[src/rtl/fifo_pkg.sv]
// Shared constants and types for the single-clock FIFO.
package fifo_pkg;

    localparam int WIDTH_DEF     = 8;
    localparam int PTR_WIDTH_DEF = 3;
    localparam int DEPTH_DEF     = 1 << PTR_WIDTH_DEF;

    // Pointer with one extra wrap bit to tell full from empty.
    typedef logic [PTR_WIDTH_DEF:0] ptr_t;

endpackage

[src/rtl/fifo_mem.sv]
// Register-array storage: one synchronous write port, one registered read port.
module fifo_mem
    import fifo_pkg::*;
#(
    parameter int WIDTH     = WIDTH_DEF,
    parameter int DEPTH     = DEPTH_DEF,
    parameter int PTR_WIDTH = PTR_WIDTH_DEF
) (
    input  logic                 clk,
    input  logic                 rst_n,
    input  logic                 we,
    input  logic [PTR_WIDTH-1:0] waddr,
    input  logic [WIDTH-1:0]     wdata,
    input  logic                 re,
    input  logic [PTR_WIDTH-1:0] raddr,
    output logic [WIDTH-1:0]     rdata
);

    logic [WIDTH-1:0] mem [DEPTH];

    // Storage itself is never cleared; only the pointers define contents.
    always_ff @(posedge clk) begin
        if (we) begin
            mem[waddr] <= wdata;
        end
    end

    always_ff @(posedge clk or negedge rst_n) begin
        if (!rst_n) begin
            rdata <= '0;
        end else if (re) begin
            rdata <= mem[raddr];
        end
    end

endmodule

[src/rtl/fifo.sv]
// Single-clock FIFO: pointer counters, full/empty flags and storage.
module fifo
    import fifo_pkg::*;
#(
    parameter int WIDTH     = WIDTH_DEF,
    parameter int DEPTH     = DEPTH_DEF,
    parameter int PTR_WIDTH = PTR_WIDTH_DEF
) (
    input  logic             clk,
    input  logic             reset,
    input  logic [WIDTH-1:0] w_data,
    input  logic             source_w_en,
    input  logic             destination_r_en,
    output logic [WIDTH-1:0] r_data,
    output logic             w_full,
    output logic             r_empty
);

    logic [PTR_WIDTH:0] wptr;
    logic [PTR_WIDTH:0] rptr;
    logic               w_acc;
    logic               r_acc;

    // Same index with differing wrap bits means the writer lapped the reader.
    assign r_empty = (wptr == rptr);
    assign w_full  = (wptr[PTR_WIDTH] != rptr[PTR_WIDTH]) &&
                     (wptr[PTR_WIDTH-1:0] == rptr[PTR_WIDTH-1:0]);

    assign w_acc = source_w_en && !w_full;
    assign r_acc = destination_r_en && !r_empty;

    always_ff @(posedge clk or negedge reset) begin
        if (!reset) begin
            wptr <= '0;
        end else if (w_acc) begin
            wptr <= wptr + 1'b1;
        end
    end

    always_ff @(posedge clk or negedge reset) begin
        if (!reset) begin
            rptr <= '0;
        end else if (r_acc) begin
            rptr <= rptr + 1'b1;
        end
    end

    fifo_mem #(
        .WIDTH     (WIDTH),
        .DEPTH     (DEPTH),
        .PTR_WIDTH (PTR_WIDTH)
    ) u_mem (
        .clk   (clk),
        .rst_n (reset),
        .we    (w_acc),
        .waddr (wptr[PTR_WIDTH-1:0]),
        .wdata (w_data),
        .re    (r_acc),
        .raddr (rptr[PTR_WIDTH-1:0]),
        .rdata (r_data)
    );

endmodule

[config.mk]
export PLATFORM = sky130hd
export DESIGN_NAME = fifo
export DESIGN_NICKNAME = d
export VERILOG_FILES = /design/src/rtl/fifo_pkg.sv /design/src/rtl/fifo_mem.sv /design/src/rtl/fifo.sv
export SDC_FILE = /design/constraint.sdc
export NUM_CORES = 1
export LEC_CHECK = 0
export BUFFER_PORTS_ARGS = -buffer_cell sky130_fd_sc_hd__buf_4
export CAP_MARGIN = 20
export CORE_UTILIZATION = 63
export DETAILED_ROUTE_END_ITERATION = 10
export PLACE_DENSITY_LB_ADDON = 0.05
export SYNTH_ARGS = -nofsm -noshare
export SYNTH_HDL_FRONTEND = slang
export SYNTH_SLANG_ARGS = --single-unit
[constraint.sdc]
create_clock -name clk -period 3.7 [get_ports clk]
set_input_delay 1.11 -clock clk [delete_from_list [all_inputs] [get_ports clk]]
set_output_delay 1.11 -clock clk [all_outputs]
set_load 0.1 [all_outputs]
==> Word-level counts from Yosys, hierarchy flattened <==
Memories as Yosys holds them, arrays and structs flattened. A register that Yosys moved wholly into a read port is not among the register bits.
Cells that the tools add are included.
{ "word_totals": {"reg_bits": 8, "ramBits": 64, "word_cells": 16, "n_memories": 1, "inputBits": 12, "out_inout_bits": 10, "romBits": 0, "latch_bits": 0} }
{ "classes": {"n_mux": 2, "n_addsub": 2, "magnitude_cmp": 0, "n_reduce_logical": 6, "eq_ne": 3, "n_shift": 0, "bitwise": 0, "div_mod_pow": 0, "mul": 0} }
{ "memory_table": {"columns": ["memory", "depth", "word_bits", "rd", "rd_clocked_by_memory_dff", "write_ports", "line", "rtl"], "rows": [
  ["u_mem.mem", 8, 8, 1, 1, 1, "fifo_mem.sv:19", "logic [WIDTH-1:0] mem [DEPTH];"]
]} }
{ "op_table": {"columns": ["cell", "n"], "rows": [
  ["$add A4 B1 Y4 const B", 2],
  ["$eq A4 B4 Y1", 1],
  ["$eq A3 B3 Y1", 1],
  ["$logic_and A1 B1 Y1", 3],
  ["$logic_not A1 Y1", 3],
  ["$mux W1", 2],
  ["$ne A1 B1 Y1", 1]
]} }

==> Depth between registers and ports, before layout <==
Gate-level depths: netlist of the first run.
{ "logic_depth": {"word_depth": 6, "depth_mapped": 6, "ltp_nobuf": 4} }

==> Modules after synthesis <==
A second synthesis of the first run with hierarchy kept.
{ "hier_totals": {"hier_cells": 213, "area_unflattened_um2": 3420.8} }
{ "modules_own_cells": {"columns": ["module", "cells_each", "instances", "seq_area_each_um2", "area_per_inst_um2"], "rows": [
  ["fifo_mem", 169, 1, 2122.0, 2861.5],
  ["fifo", 44, 1, 200.2, 559.3]
]} }

==> Least setup slack after synthesis of the first run <==
No wires, ideal clock.
{ "synth_path": {"kind": "register to output", "start": "reg rptr[1]", "end": "out r_empty", "slack_ps": -433, "required_time_ps": 2590, "arrival_time_ps": 3023, "n_path_buf": 1, "path_stages_with_launch": 5, "path_cell_list": "dfrtp_1 -> buf_4 -> xor2_1 -> or2_1 -> nor3_1"} }
{ "synth_via": {"elab_chain_len": 1} }
{ "synth_lines": {"columns": ["element", "line", "rtl"], "rows": [
  ["from (decl)", "fifo.sv:20", "logic [PTR_WIDTH:0] rptr;"],
  ["from (signal assigned)", "fifo.sv:44", "rptr <= rptr + 1'b1;"],
  ["$eq A4 B4 Y1", "fifo.sv:25", "assign r_empty = (wptr == rptr);"],
  ["to (decl)", "fifo.sv:16", "output logic r_empty"]
]} }
Every way passes these cells.

==> Worst setup path in the final report of the first run <==
{ "layout_path": {"start": "reg wptr[1]", "end": "out r_empty"} }
{ "layout_via": {"elab_chain_len": 1} }
{ "layout_lines": {"columns": ["element", "line", "rtl"], "rows": [
  ["from (decl)", "fifo.sv:19", "logic [PTR_WIDTH:0] wptr;"],
  ["from (signal assigned)", "fifo.sv:36", "wptr <= wptr + 1'b1;"],
  ["$eq A4 B4 Y1", "fifo.sv:25", null]
]} }
Every way passes these cells.

==> impl_metrics.env, run 1 <==
export IMPL_clk_pin_slew_ps=80
export IMPL_hold_path_endpoint="u_mem.rdata[6]"
export IMPL_synth_xor_area_share_pct=3.255
export IMPL_r2r_cells=6
export IMPL_yosysWarnings=0
export IMPL_min_delay_path_depth=2
export IMPL_synthTopCellsByArea="edfxtp_1, dfrtp_1, mux4_2, mux2i_1, xor2_1"
export IMPL_finalMaxSlewViolations=0
export IMPL_min_from="u_mem.rdata[6]"
export IMPL_cts_root_buf="clkbuf_8"
export IMPL_relSlewSlack_pct=39.37
export IMPL_ctsHoldBuffers=0
export IMPL_status="finished, final reports clean"
export IMPL_crit_arrival_ps=1800
export IMPL_die_width_microns=73.17
export IMPL_dp_cells=260
export IMPL_postSynthAreaPerCell_sq_um=18.99
export IMPL_r2r_start="rptr[2]"
export IMPL_netlist_instances=168
export IMPL_areaGrowthSynthToFinish_pct=15.41
export IMPL_critPathCaptureType="output pin"
export IMPL_synth_ff_type="edfxtp_1"
export IMPL_start_util_pct=66.67
export IMPL_antenna_found_initial=0
export IMPL_wirelength_microns=5478
export IMPL_max_stage_delay_ps=470
export IMPL_cpMaxStageDelayCell="dfrtp_1"
export IMPL_crit_required_ps=2590
export IMPL_clock_latency_ps=350
export IMPL_synthAdderAreaFrac_pct=0.7843
export IMPL_fmax_mhz=344.1
export IMPL_syn_nets=182
export IMPL_num_rows=25
export IMPL_clock_sinks=80
export IMPL_hold_path_class="register to register"
export IMPL_port_buffers=21
export IMPL_nets=218
export IMPL_synth_top_area_share_pct=60.24
export IMPL_period_share_pct=78.54
export IMPL_hold_viol_final=0
export IMPL_path_max_fanout=8
export IMPL_powerDensity_nw_per_um2=899.1
export IMPL_tritoncts_num_buffers=9
export IMPL_whs_ps=499.0
export IMPL_clock_skew_ps=12.01
export IMPL_finalSetupViolations=0
export IMPL_async_flop_share_pct=20.00
export IMPL_vias=1589
export IMPL_leakagePower_uw=0.001341
export IMPL_first_pass_iters=4
export IMPL_fin_cells=276
export IMPL_r2r_end="u_mem.mem[2][5]"
export IMPL_synth_cell_types=24
export IMPL_drt_initial_drc_count=180
export IMPL_seq_area_frac_synth_pct=72.78
export IMPL_path_class="register to output pin"
export IMPL_core_sq_um=4786
export IMPL_grt_pass1_vias=1684
export IMPL_grt_overflow=0
export IMPL_htree_levels=3
export IMPL_grt_first_pass_wirelength_microns=8783
export IMPL_synth_most_common_cell="edfxtp_1"
export IMPL_ys_ff_latch=80
export IMPL_vias_per_cell=5.757
export IMPL_drc=0
export IMPL_wl_per_cell_microns=19.85
export IMPL_cts_buffer_depth=2
export IMPL_synth_common_cells="edfxtp_1, dfrtp_1, mux4_2"
export IMPL_synth_top_family_by_area="multiplexers"
export IMPL_io_pins=22
export IMPL_grt_max_degree=20
export IMPL_n_antenna_cell=0
export IMPL_period_needed_ps=2906
export IMPL_ant_nets=0
export IMPL_synth_edf_count=64
export IMPL_place_congestion=0.7125
export IMPL_cts_tree="done"
export IMPL_track_usage_pct=24.77
export IMPL_max_cap_violations=0
export IMPL_synthSimpleGateAreaFrac_pct=4.078
export IMPL_tightestPinTransition_ps=906.4
export IMPL_postCtsSetupRepairBufs=0
export IMPL_netlist_area_sq_um=3191
export IMPL_rsz0062_at_grt="false"
export IMPL_synthMuxAreaShare_pct=14.63
export IMPL_peakVddDrop_mv=0.4756
export IMPL_post_cts_resized=0
export IMPL_drive_gt1_share_pct=33.49
export IMPL_yosys_area_top_type="edfxtp_1"
export IMPL_dieArea_sq_um=5353
export IMPL_die_h_microns=73.17
export IMPL_startpoint_type="register"
export IMPL_synth_compound_area_share_pct=2.627
export IMPL_path_cells="xor2_1 -> or2_1 -> nor3_1 -> buf_4"
export IMPL_worst_r2r_setup_slack_ps=1210
export IMPL_dp_hpwl_microns=3684
==> state kept, by name, indices dropped and copies added (netlist names) <==
register and cells:
rptr 4, u_mem.rdata 8, wptr 4, u_mem.mem 64
==> critical path, delay by kind of cell (launching register included) <==
kind / cells / cell delay [ps]
flops: 1 / 470
simple gates: 2 / 410
buf+inv: 1 / 320
xor+xnor: 1 / 240
==> power breakdown <==
| group | internal, uW | switching [uW] |
|---|---|---|
| logic | 484 | 925 |
| clock network | 311 | 303 |
| registers | 1180 | 104 |
| total | 1980 | 1330 |
==> how the worst max path moves through the flow <==
stage	to	slack (ps)	from	cells after the start
floorplan	r_empty	-430	rptr[1]	4
global placement	u_mem.mem[2][0]	1120	source_w_en	5
detailed placement	u_mem.mem[2][1]	1090	source_w_en	5
CTS	w_full	790	wptr[1]	4
global route	r_empty	720	wptr[1]	4
finish	r_empty	790	wptr[1]	4
==> through the flow <==
stage	instance area (sq um)	TNS, ps	setup slack [ps]	power [uW]	util, %
after floorplan	3191	-866.9	-433.4	2388	-
after global placement	3486	0	1120	2682	72.84
after detailed placement	3486	0	1094	2731	72.84
after CTS	3682	0	787.7	3348	76.94
after global routing	3682	0	715.5	3468	76.94
final	3682	0	794.0	3311	76.94
==> cell type report <==
class	count	area, sq um
timing repair buffer	33	247.7
tap	67	83.83
fill	286	1104
sequential	80	2322
clock inverter	7	72.57
inverter	3	11.26
clock buffer	9	123.9
multi-input combinational	77	820.8
==> kinds of logic (layout without fill, tap and decap cells) <==
logic type / after synthesis / in the layout
compound gates: 10 / 10
xor+xnor: 11 / 11
fa+ha+maj: 2 / 2
buf+inv: 11 / 52
flops: 80 / 80
mux: 26 / 26
simple gates: 28 / 28
==> layer usage <==
layer	track usage, %	wire, microns	up-vias
li1	-	-	717
met1	31.61	2234	816
met2	40.84	2841	44
met3	6.215	288	12
met4	10.68	114	0
met5	0	0	-
==> placed cells by master (no fill, tap or decap), types with 2 or more instances in the layout <==
master      Yosys  final
edfxtp_1       64     64
buf_4           4     33
mux4_2         16     16
dfrtp_1        16     16
nand2_1         9      9
clkbuf_8        0      9
nor2_1          8      8
mux2i_1         8      8
o21ai_1         8      8
xor2_1          6      6
xnor2_1         4      4
nor3_1          4      4
inv_1           3      3
nand2b_1        3      3
or2_1           2      2
o41ai_4         1      2
ha_1            2      2
clkinv_2        0      2
clkinv_4        0      2
clkinvlp_4      0      2
Power figures use the tool's default switching activity.
==> run 2, diff against run 1 <==
--- a/config.mk
+++ b/config.mk
@@ -7,7 +7,7 @@
 export LEC_CHECK = 0
 export BUFFER_PORTS_ARGS = -buffer_cell sky130_fd_sc_hd__buf_4
 export CAP_MARGIN = 20
-export CORE_UTILIZATION = 63
+export CORE_UTILIZATION = 59
 export DETAILED_ROUTE_END_ITERATION = 10
 export PLACE_DENSITY_LB_ADDON = 0.05
 export SYNTH_ARGS = -nofsm -noshare
==> constraint.sdc (replaced) <==
create_clock -name clk -period 3 [get_ports clk]
set_input_delay 0.9 -clock clk [delete_from_list [all_inputs] [get_ports clk]]
set_output_delay 0.9 -clock clk [all_outputs]
set_load 0.1 [all_outputs]
==> run 2 against run 1 <==
- register-to-register slack worse by 600 ps
- worst setup slack lost 510 ps
- clock power is 25% higher
- sequential power increased by 23%
- final cell count is 0.72% higher
- largest cell class unchanged
- clock-buffer cell count grew 2
- via count down 4.0%
- power rose by 24%
- first-iteration DRC count fell by 46%
- sequential share of layout area decreased by 0.13 points
- clock skew decreased by 2.3 ps
==> impl_metrics.env, run 2 (synthesized netlist as in run 1, its figures left out) <==
export IMPL_htree_levels=3
export IMPL_port_buffers=21
export IMPL_dieArea_sq_um=5706
export IMPL_worst_r2r_setup_slack_ps=610
export IMPL_p_int_uw=2464
export IMPL_peakVddDrop_mv=1.005
export IMPL_core_sq_um=5172
export IMPL_areaGrowthSynthToFinish_pct=15.65
export IMPL_clock_latency_ps=340
export IMPL_clk_pin_slew_ps=80
export IMPL_cpMaxStageDelayCell="dfrtp_1"
export IMPL_clock_skew_ps=9.715
export IMPL_place_congestion=0.8636
export IMPL_place_area_sq_um=3492
export IMPL_wl_per_cell_microns=19.24
export IMPL_relSlewSlack_pct=49.41
export IMPL_io_pins=22
export IMPL_clkPwrFrac_pct=18.7
export IMPL_leakagePower_uw=0.001342
export IMPL_period_needed_ps=2712
export IMPL_dp_cells=262
export IMPL_hold_path_class="primary input to asynchronous set/reset pin"
export IMPL_n_antenna_cell=0
export IMPL_track_usage_pct=22.10
export IMPL_wirelength_microns=5348
export IMPL_p_comb_share_pct=42.5
export IMPL_design_area_sq_um=3690
export IMPL_first_pass_iters=4
export IMPL_drc=0
export IMPL_max_flop_register="u_mem.mem"
export IMPL_grt_max_degree=20
export IMPL_max_stage_delay_ps=490
export IMPL_p_sw_uw=1629
export IMPL_period_share_pct=90.39
export IMPL_start_util_pct=61.68
export IMPL_crit_required_ps=2100
export IMPL_final_common_cell="edfxtp_1"
export IMPL_tritoncts_num_buffers=9
export IMPL_crit_arrival_ps=1810
export IMPL_ant_nets=0
export IMPL_finalSetupViolations=0
export IMPL_pre_cts_ws_ps=615.5
export IMPL_n_fill_cell=342
export IMPL_largest_register_ffs=64
export IMPL_p_seq_share_pct=38.8
export IMPL_cts_buffer_depth=2
export IMPL_path_max_fanout=8
export IMPL_drt_initial_drc_count=98
export IMPL_clock_sinks=80
export IMPL_sw_frac_of_total_pct=39.80
export IMPL_vias_per_cell=5.489
export IMPL_cts_root_buf="clkbuf_8"
export IMPL_critPathLaunch="wptr[1]"
export IMPL_status="finished, final reports clean"
export IMPL_post_cts_resized=0
export IMPL_r2r_start="wptr[1]"
export IMPL_drive_gt1_share_pct=33.65
export IMPL_fmax_mhz=368.8
export IMPL_max_cap_violations=0
export IMPL_hold_viol_final=0
export IMPL_nets=217
export IMPL_powerDensity_nw_per_um2=1109
export IMPL_startpoint_type="register"
export IMPL_antenna_found_initial=0
export IMPL_critPathCaptureType="output pin"
export IMPL_layout_common_cells="edfxtp_1, buf_4, mux4_2, dfrtp_1, clkbuf_8"
export IMPL_path_class="register to output pin"
export IMPL_reg_largest_list="u_mem.mem x64, u_mem.rdata x8"
export IMPL_fin_ws_ps=288.4
export IMPL_grt_pass1_vias=1611
export IMPL_path_cells="xor2_1 -> or2_1 -> nor3_2 -> buf_4"
export IMPL_die_h_microns=75.54
export IMPL_fin_cells=278
export IMPL_rsz0062_at_grt="false"
export IMPL_num_rows=26
export IMPL_grt_first_pass_wirelength_microns=8211
export IMPL_tightestPinTransition_ps=756.0
export IMPL_postCtsSetupRepairBufs=0
export IMPL_die_width_microns=75.54
export IMPL_vias=1526
export IMPL_dp_hpwl_microns=3729
export IMPL_finalMaxSlewViolations=0
export IMPL_grt_overflow=0
export IMPL_ctsHoldBuffers=0
export IMPL_cts_tree="done"
## run 2: cell count changes in the layout (fill, tap and decap cells not counted)
cell,change
clkinv_4,-1
nor3_1,-2
clkinvlp_4,-1
nor3_2,+2
buf_4,-1
clkbuf_1,+1
clkbuf_8,+1
## run 2: path summary, 6_finish.rpt
| path | endpoint | depth (start not counted) |
|---|---|---|
| setup / recovery | r_empty | 4 |
| hold / removal | wptr[0] | 1 |
| setup reg to reg | u_mem.mem[6][7] | 5 |
| hold reg to reg | u_mem.rdata[0] | 2 |
| max in group asynchronous | wptr[1] | 1 |
| min in group clk | u_mem.rdata[0] | 2 |
## run 2: area by class of cell
class	count	area, sq um	share of cell area (%)
Multi-Input combinational cell	77	830.8	22.52
Clock inverter	5	56.30	1.526
Clock buffer	11	141.4	3.832
Inverter	3	11.26	0.3052
Timing Repair Buffer	32	240.2	6.511
Tap cell	70	87.58	2.374
Sequential cell	80	2322	62.94
## run 2: routing by layer
metal	GRT usage (%)	wire (microns)	vias to the layer above
li1	-	-	719
met1	26.15	2287	765
met2	37.90	2804	34
met3	5.688	174	8
met4	10.91	82	0
met5	0	0	-
## run 2: metrics by stage
stage	hold WS (ps)	utilization, %	setup TNS (ps)	total power [uW]
finish	408.5	71.34	0	4094
global placement	468.2	67.51	0	3312
detailed placement	476.6	67.51	0	3374
global route	399.5	71.34	0	4302
CTS	395.2	71.34	0	4134
floorplan	497.7	-	-159.9	2962
## run 2: critical path, delay by kind of cell, from the launching register on
family | cells | cell delay [ps]
flops | 1 | 490
xor+xnor | 1 | 450
simple gates | 2 | 280
buf+inv | 1 | 260
## run 2: power by group through the flow
| stage | combinational, uW | sequential, uW | clock [uW] |
|---|---|---|---|
| final | 1740 | 1590 | 766 |
| after detailed placement | 1760 | 1620 | 0 |
| after global placement | 1720 | 1600 | 0 |
| after global routing | 1860 | 1610 | 824 |
| after CTS | 1760 | 1590 | 783 |
| after floorplan | 1010 | 1960 | 0 |
